`src/rtl/bt_lc_pkg.sv`:
```
// Shared link-controller definitions: inquiry-response FSM states, LFSR seed and backoff bounds.
// The EIR_TX state exists only when IR_EXT_INQ_RSP_EN is defined.
package bt_lc_pkg;

  typedef enum logic [2:0] {
    IR_IDLE      = 3'd0,
    IR_SCAN1     = 3'd1,
    IR_BACKOFF   = 3'd2,
    IR_SCAN2     = 3'd3,
    IR_RESP_WAIT = 3'd4,
`ifdef IR_EXT_INQ_RSP_EN
    IR_FHS_TX    = 3'd5,
    IR_EIR_TX    = 3'd6
`else
    IR_FHS_TX    = 3'd5
`endif
  } ir_state_e;

  localparam logic [15:0] LFSR_DEFAULT_SEED = 16'hACE1;
  localparam int          BACKOFF_MAX       = 1023;
  localparam int          BACKOFF_W         = $clog2(BACKOFF_MAX + 1);
  localparam logic [7:0]  RESP_CNT_MAX      = 8'hFF;

  // Fibonacci step for x^16+x^14+x^13+x^11+1: taps at bits 0,2,3,5, shift right.
  function automatic logic [15:0] lfsr_next(input logic [15:0] s);
    return {s[0] ^ s[2] ^ s[3] ^ s[5], s[15:1]};
  endfunction

endpackage

```
`src/rtl/ir_backoff_lfsr.sv`:
```
// 16-bit free-running backoff LFSR with synchronous seed load; a zero seed maps to the default
// so the register can never lock up in the all-zero state.
module ir_backoff_lfsr
  import bt_lc_pkg::*;
(
  input  logic        clk_6M,
  input  logic        rstz,
  input  logic        i_load,
  input  logic        i_en,
  input  logic [15:0] i_seed,
  output logic [15:0] o_state
);

  logic [15:0] r_state;

  // NOTE: sequential state uses non-blocking (<=) so every flop samples pre-edge values.
  always_ff @(posedge clk_6M or negedge rstz) begin
    if (!rstz) begin
      r_state <= LFSR_DEFAULT_SEED;
    end else if (i_load) begin
      r_state <= (i_seed == 16'h0000) ? LFSR_DEFAULT_SEED : i_seed;
    end else if (i_en) begin
      r_state <= lfsr_next(r_state);
    end
  end

  assign o_state = r_state;

endmodule

```
`src/rtl/ir_ctrl.sv`:
```
// Inquiry-scan response controller: scan, random backoff, second scan, FHS response.
// Define IR_EXT_INQ_RSP_EN to append an extended inquiry response (EIR) stage after FHS.
module ir_ctrl
  import bt_lc_pkg::*;
(
  input  logic        clk_6M,
  input  logic        rstz,
  input  logic        tslot_p,
  input  logic        regi_InquiryScanEnable,
  input  logic        InquiryScanWindow,
  input  logic        rx_id_p,
  input  logic [15:0] regi_backoff_seed,
  input  logic        fhs_tx_done_p,
  output logic        corr_en,
  output logic        fhs_tx_req,
  output logic        backoff_active,
  output logic [2:0]  ir_state,
`ifdef IR_EXT_INQ_RSP_EN
  input  logic        eir_tx_done_p,
  output logic        eir_tx_req,
`endif
  output logic [7:0]  resp_cnt
);

  ir_state_e             r_state;
  ir_state_e             w_state_nxt;
  logic [BACKOFF_W-1:0]  r_backoff_cnt;
  logic [BACKOFF_W-1:0]  w_backoff_nxt;
  logic [7:0]            r_resp_cnt;
  logic [7:0]            w_resp_nxt;
  logic [15:0]           w_lfsr;
  logic                  w_lfsr_load;
  logic                  w_id_hit;
  logic                  w_unused_lfsr_hi;
`ifdef IR_EXT_INQ_RSP_EN
  logic                  r_eir_armed;
  logic                  w_eir_armed_nxt;
`endif

  // Reseed exactly when scanning starts so each scan session begins from a known sequence.
  assign w_lfsr_load = (r_state == IR_IDLE) & regi_InquiryScanEnable;

  ir_backoff_lfsr u_lfsr (
    .clk_6M  (clk_6M),
    .rstz    (rstz),
    .i_load  (w_lfsr_load),
    .i_en    (1'b1),
    .i_seed  (regi_backoff_seed),
    .o_state (w_lfsr)
  );

  // Only the low bits select the backoff; the rest of the LFSR is intentionally unused.
  assign w_unused_lfsr_hi = ^w_lfsr[15:BACKOFF_W];

  assign corr_en        = InquiryScanWindow &
                          ((r_state == IR_SCAN1) | (r_state == IR_SCAN2));
  assign w_id_hit       = rx_id_p & corr_en;
  assign fhs_tx_req     = (r_state == IR_FHS_TX);
  assign backoff_active = (r_state == IR_BACKOFF);
  assign ir_state       = r_state;
  assign resp_cnt       = r_resp_cnt;
`ifdef IR_EXT_INQ_RSP_EN
  assign eir_tx_req     = (r_state == IR_EIR_TX) & r_eir_armed;
`endif

  // NOTE: every output of this block gets a default first, otherwise a latch is inferred.
  always_comb begin
    w_state_nxt   = r_state;
    w_backoff_nxt = r_backoff_cnt;
    w_resp_nxt    = r_resp_cnt;
`ifdef IR_EXT_INQ_RSP_EN
    w_eir_armed_nxt = r_eir_armed;
`endif
    if (!regi_InquiryScanEnable) begin
      w_state_nxt   = IR_IDLE;
      w_backoff_nxt = '0;
`ifdef IR_EXT_INQ_RSP_EN
      w_eir_armed_nxt = 1'b0;
`endif
    end else begin
      case (r_state)
        IR_IDLE: w_state_nxt = IR_SCAN1;
        IR_SCAN1: begin
          if (w_id_hit) begin
            w_state_nxt   = IR_BACKOFF;
            w_backoff_nxt = w_lfsr[BACKOFF_W-1:0];
          end
        end
        // A count of N leaves on the (N+1)-th slot boundary.
        IR_BACKOFF: begin
          if (tslot_p) begin
            if (r_backoff_cnt == '0) begin
              w_state_nxt = IR_SCAN2;
            end else begin
              w_backoff_nxt = r_backoff_cnt - BACKOFF_W'(1);
            end
          end
        end
        IR_SCAN2: begin
          if (w_id_hit) begin
            w_state_nxt = IR_RESP_WAIT;
          end
        end
        IR_RESP_WAIT: begin
          if (tslot_p) begin
            w_state_nxt = IR_FHS_TX;
          end
        end
        IR_FHS_TX: begin
          if (fhs_tx_done_p) begin
            w_resp_nxt = (r_resp_cnt == RESP_CNT_MAX) ? r_resp_cnt : r_resp_cnt + 8'd1;
`ifdef IR_EXT_INQ_RSP_EN
            w_state_nxt     = IR_EIR_TX;
            w_eir_armed_nxt = 1'b0;
`else
            w_state_nxt = IR_SCAN1;
`endif
          end
        end
`ifdef IR_EXT_INQ_RSP_EN
        IR_EIR_TX: begin
          if (!r_eir_armed) begin
            if (tslot_p) begin
              w_eir_armed_nxt = 1'b1;
            end
          end else if (eir_tx_done_p) begin
            w_state_nxt     = IR_SCAN1;
            w_eir_armed_nxt = 1'b0;
          end
        end
`endif
        default: w_state_nxt = IR_IDLE;
      endcase
    end
  end

  always_ff @(posedge clk_6M or negedge rstz) begin
    if (!rstz) begin
      r_state       <= IR_IDLE;
      r_backoff_cnt <= '0;
      r_resp_cnt    <= '0;
`ifdef IR_EXT_INQ_RSP_EN
      r_eir_armed   <= 1'b0;
`endif
    end else begin
      r_state       <= w_state_nxt;
      r_backoff_cnt <= w_backoff_nxt;
      r_resp_cnt    <= w_resp_nxt;
`ifdef IR_EXT_INQ_RSP_EN
      r_eir_armed   <= w_eir_armed_nxt;
`endif
    end
  end

endmodule
```
`config.mk`:
```
export PLATFORM = sky130hd
export DESIGN_NAME = ir_ctrl
export DESIGN_NICKNAME = d
export VERILOG_FILES = /design/src/rtl/bt_lc_pkg.sv /design/src/rtl/ir_backoff_lfsr.sv /design/src/rtl/ir_ctrl.sv
export SDC_FILE = /design/constraint.sdc
export NUM_CORES = 1
export LEC_CHECK = 0
export ABC_CLOCK_PERIOD_IN_PS = 3900
export BUFFER_PORTS_ARGS = -buffer_cell sky130_fd_sc_hd__buf_2
export CAP_MARGIN = 10
export CORE_MARGIN = 2
export CORE_UTILIZATION = 28
export DETAILED_ROUTE_END_ITERATION = 8
export GPL_TIMING_DRIVEN = 0
export SYNTH_ARGS = -nofsm -noshare
export SYNTH_HDL_FRONTEND = slang
export SYNTH_SLANG_ARGS = --single-unit
```
`constraint.sdc`:
```
create_clock -name clk_6M -period 3.9 [get_ports clk_6M]
set_clock_uncertainty 0.2 [all_clocks]
set_input_delay 0.78 -clock clk_6M [delete_from_list [all_inputs] [get_ports clk_6M]]
set_output_delay 0.78 -clock clk_6M [all_outputs]
set_load 0.01 [all_outputs]
```
* Word-level counts from Yosys, hierarchy flattened
Index checks and enable logic that the tools add are counted.
Widths: inputs -> output; s select.
** Cells by class
- Bitwise logic cells :: 8
- Equal/unequal tests :: 14
- Mux-type cells :: 15
- Reductions and logical operators :: 6
- $add $sub $neg :: 2
** Operators with widths (count)
- $mux 10 :: 4
- $mux 16 :: 2
- $mux 3 :: 7
- $pmux 10 s2 :: 1
- $ne 3x3->1 const B :: 6
- $pmux 3 s6 :: 1
- $logic_not 16->1 :: 1
- $logic_not 10->1 :: 1
- $sub 10x1->10 const B :: 1
- $add 8x1->8 const B :: 1
- $eq 8x8->1 const B :: 1
- $reduce_and 4->1 :: 2
- $eq 3x2->1 const B :: 2
- $eq 3x3->1 const B :: 2
- $reduce_and 6->1 :: 1
- $and 1x1->1 :: 3
- $eq 3x1->1 const B :: 1
- $logic_not 3->1 :: 1
- $ne 3x1->1 const B :: 1
- $ne 3x2->1 const B :: 1
- $xor 1x1->1 :: 3
- $not 1->1 :: 1
- $or 1x1->1 :: 1
** Storage, ports and cells
- Output and inout port bits :: 14
- Word-level logic and storage cells :: 49
- Input port bits :: 23
- Register bits :: 37

* Longest topological paths before layout
- Depth in word-level cells :: 7
- Depth in mapped cells :: 8
- Mapped depth without buffers :: 6

* Modules after synthesis
A second synthesis with hierarchy kept.
** Second synthesis, totals
- Cells, all modules :: 216
- Area total of the unflattened synthesis :: 2257.2 µm²
** By module, submodules not included
- ir_ctrl :: area an instance 1410.1 µm², cells an instance 145, times used 1, seq. area each 525.5 µm²
- ir_backoff_lfsr :: area an instance 847.1 µm², cells an instance 71, times used 1, seq. area each 410.4 µm²

* Worst setup path after synthesis
Ideal clock, no wire load.
- Path kind :: flip-flop to output port
- Start point :: register r_state[0] (netlist: ir_state[0])
- End point :: output port backoff_active
- Stages on the path, launching flop included :: 6
- Required time :: 2920 ps
- Path slack :: 1593 ps
- Buffers on the path :: 3
- Arrival time :: 1327 ps
- Cell sequence :: dfrtp_1 > buf_6 > or3b_1 > buf_6 > inv_1 > buf_2
** Between the ends
- Longest elaborated chain between the ends :: 1
** RTL lines
- from (decl) :: line ir_ctrl.sv:25 : ir_state_e r_state;
- from (signal assigned) :: line ir_ctrl.sv:146 : r_state <= w_state_nxt;
- $eq 3x2->1 :: line ir_ctrl.sv:59 : assign backoff_active = (r_state == IR_BACKOFF);
- to (decl) :: line ir_ctrl.sv:16 : output logic backoff_active,
No other way between the ends.

* Worst setup path in the final report
Ends and elaborated chain as after synthesis.

==> reports/metrics.yaml <==
status: "finished clean"
gp_congestion: 0.8663
rsz0062_at_grt: "no"
hold_viol_final: 0
cts_resized: 0
pin_count: 37
fin_crit_sh_pct: 73.14
row_count: 30
layout.nets: 262
synth-edff-count: 0
combPwrFrac_pct: 21.2
p_sw_uw: 271.1
htree_num_levels: 2
area_growth_pct: 19.29
setup-violations-final: 0
cell_internal_pwr_uw: 669.7
yosysUniqueCellTypes: 48
finalPower_uw: 940.8
cts_hold_buf: 0
wire_per_inst_um: 14.31
power_density_nw_per_um2: 397.4
cts_buffers: 5
seq_area_frac_synth_pct: 47.16
post-dp-hpwl_um: 3397
synth_area_um2: 1984
worstPathRequired_ns: 2.92
clock.fmax_mhz: 350.6
drtIter0Drc: 169
port_buffers: 36
synth_warnings: 0
slew_violations: 0
die_y_um: 88.19
drtAntennaViolNets: 0
critical_path_class: "flip-flop to output port"
drv_cap: 0
share_seq_of_total_power_pct: 51.4
cp-start-kind: "flip-flop"
grt_pass1_wl_um: 8093
setup_tns_ns: 0
synthArstFlopShare_pct: 100.0
antenna_cells: 0
path_clk_slew_ns: 0.07
drt_wl_total_um: 4778
p_sw_share_pct: 28.82
avgViaCountPerCell: 5.162
max_slew_margin_pct: 43.98
cts_tree: "done"
hold_class: "flip-flop to flip-flop"
synth_flop_cell: "dfrtp_1"
clk_latency_ns: 0.29
initial_core_util_pct: 29.05
grt_max_degree: 38
timing.critical_path.cells: "buf_6 -> or3b_1 -> buf_6 -> inv_1 -> buf_2 -> buf_2"
avgSynthCellArea_um2: 10.23
drive_above_1_share_pct: 29.41
crit_slowest_cell: "dfrtp_1"
root_buffer: "clkbuf_8"
p_leak_uw: 0.001045
r2r_setup_slack_ns: 1.46
dieArea_um2: 7777
grt_usage_pct: 13.39
ys_seq_elements: 37
cts_sinks: 37
vias: 1724
post_cts_buffers: 0
pwr-share-clk_pct: 27.4
clockBufferDepth: 2
drc_errors: 0
core_um2: 6832
synthCells: 194
ir_worst_vdd_v: 0.0002688
max_stage_delay_ns: 0.40
grt_pass1_vias: 1666
period_needed_ns: 2.853
first_pass_iters: 5
grt.overflow.total: 0
die_w_um: 88.19
antenna_found_initial: 0
crit_arrival_ns: 1.87
worst_pin_slew_ns: 0.8403
cp-end-kind: "output port"
worstPathMaxFanout: 10
synth_nets: 219
power by group through the flow:
stage / clock network [uW] / logic (uW) / registers (uW)
after floorplan: 0 / 142 / 481
after global placement: 0 / 198 / 489
after detailed placement: 0 / 199 / 492
after CTS: 271 / 200 / 484
after global routing: 286 / 222 / 491
final: 258 / 199 / 483
routing by layer:
| metal | share of wire [%] | track usage (%) | routed length (um) |
|---|---|---|---|
| met5 | 0 | 0 | 0 |
| met4 | 1.8 | 5.096 | 87 |
| met3 | 5.4 | 3.299 | 256 |
| met2 | 48 | 21.12 | 2309 |
| met1 | 44 | 17.79 | 2125 |
flip-flops by register name, summed over array words and instances, names as in the netlist:
signal and flops:
ir_state 3, u_lfsr.o_state 16, r_backoff_cnt 10, resp_cnt 8
layout make-up:
class / instances / area (um^2)
timing repair buffer: 36 / 180.2
buffer: 10 / 66.31
sequential: 37 / 935.9
clock buffer: 6 / 72.57
inverter: 7 / 26.28
tap: 96 / 120.1
multi-input combinational: 140 / 955.9
fill: 727 / 4464
clock inverter: 2 / 10.01
metrics by stage:
| stage | std cells | utilization (%) | setup slack (ns) | cell area, um^2 | hold slack, ns |
|---|---|---|---|---|---|
| after floorplan | 194 | - | 1.593 | 1984 | 0.2597 |
| after global placement | 326 | 33.44 | 1.201 | 2285 | 0.2790 |
| after detailed placement | 326 | 33.44 | 1.191 | 2285 | 0.2731 |
| after CTS | 334 | 34.65 | 1.032 | 2367 | 0.2868 |
| after global routing | 334 | 34.65 | 0.9187 | 2367 | 0.3310 |
| final | 334 | 34.65 | 1.047 | 2367 | 0.2822 |
cell usage after synthesis, drive strengths merged, types with 2 or more instances:
library cell | n | area share [%]
a2111o | 2 | 1.1
a211oi | 2 | 0.76
a21oi | 9 | 2.3
a31oi | 2 | 0.63
and2 | 3 | 0.95
and3 | 4 | 1.3
buf | 5 | 2.3
clkbuf | 5 | 1.0
dfrtp | 29 | 37
dfstp | 8 | 11
ha | 2 | 1.3
inv | 7 | 1.3
mux2 | 9 | 5.1
nand2 | 15 | 2.8
nand3 | 6 | 1.5
nand4 | 6 | 1.9
nor2 | 14 | 2.6
nor2b | 2 | 0.63
nor3 | 7 | 2.0
nor4 | 6 | 1.9
o211ai | 5 | 1.9
o21ai | 6 | 1.5
o22a | 8 | 3.5
o311ai | 3 | 1.3
o31ai | 3 | 1.1
or2 | 2 | 0.63
or3b | 2 | 0.88
xnor2 | 4 | 1.8
xor2 | 6 | 2.6
logic make-up (layout without fill, tap and decap cells):
logic type / Yosys count / in the layout / synth area share, %
AO/OA/AOI/OAI: 46 / 46 / 16.90
XOR/XNOR: 10 / 10 / 4.413
adder cells (fa/ha/maj): 2 / 2 / 1.261
buffers and inverters: 17 / 61 / 4.665
flip-flops: 37 / 37 / 47.16
multiplexers: 10 / 10 / 5.612
AND/OR/NAND/NOR: 72 / 72 / 19.99
layout by cell type, fill, tap and decap left out, types with 2 or more instances in the layout:
cell and n:
a31oi_1 2, and2_1 2, nor2b_1 2, nand3_1 6, nor3_1 6, buf_2 37, inv_1 7, mux2_2 9
dfstp_2 8, o211ai_1 5, clkinv_2 2, buf_6 3, o22a_1 8, a211oi_1 2, nor4_1 6, o311ai_0 3
clkbuf_8 5, nand4_1 6, o21ai_0 6, and3_1 4, ha_1 2, dfrtp_1 29, o31ai_1 3, nand2_1 15
a21oi_1 9, xnor2_1 4, clkbuf_1 5, xor2_1 6, nor2_1 14, a2111o_1 2
critical path: cells and delay by family, from the launching register on:
| family | cells | cell delay, ns |
|---|---|---|
| buffers and inverters | 5 | 0.79 |
| flip-flops | 1 | 0.40 |
| AND/OR/NAND/NOR | 1 | 0.39 |
worst paths after layout:
kind                                               from                           end  depth (start not counted)
min                             resp_cnt[7]$_DFFE_PN0P_       resp_cnt[7]$_DFFE_PN0P_                          1
max reg2reg                r_backoff_cnt[0]$_DFFE_PN0P_  r_backoff_cnt[0]$_DFFE_PN0P_                          7
max                             ir_state[0]$_DFFE_PN0P_                backoff_active                          6
min reg2reg                     resp_cnt[7]$_DFFE_PN0P_       resp_cnt[7]$_DFFE_PN0P_                          1
min in group asynchronous                          rstz       ir_state[0]$_DFFE_PN0P_                          1
max in group asynchronous                          rstz   u_lfsr.o_state[9]$_DFF_PN0_                          1
(Power assumes the default switching activity.)
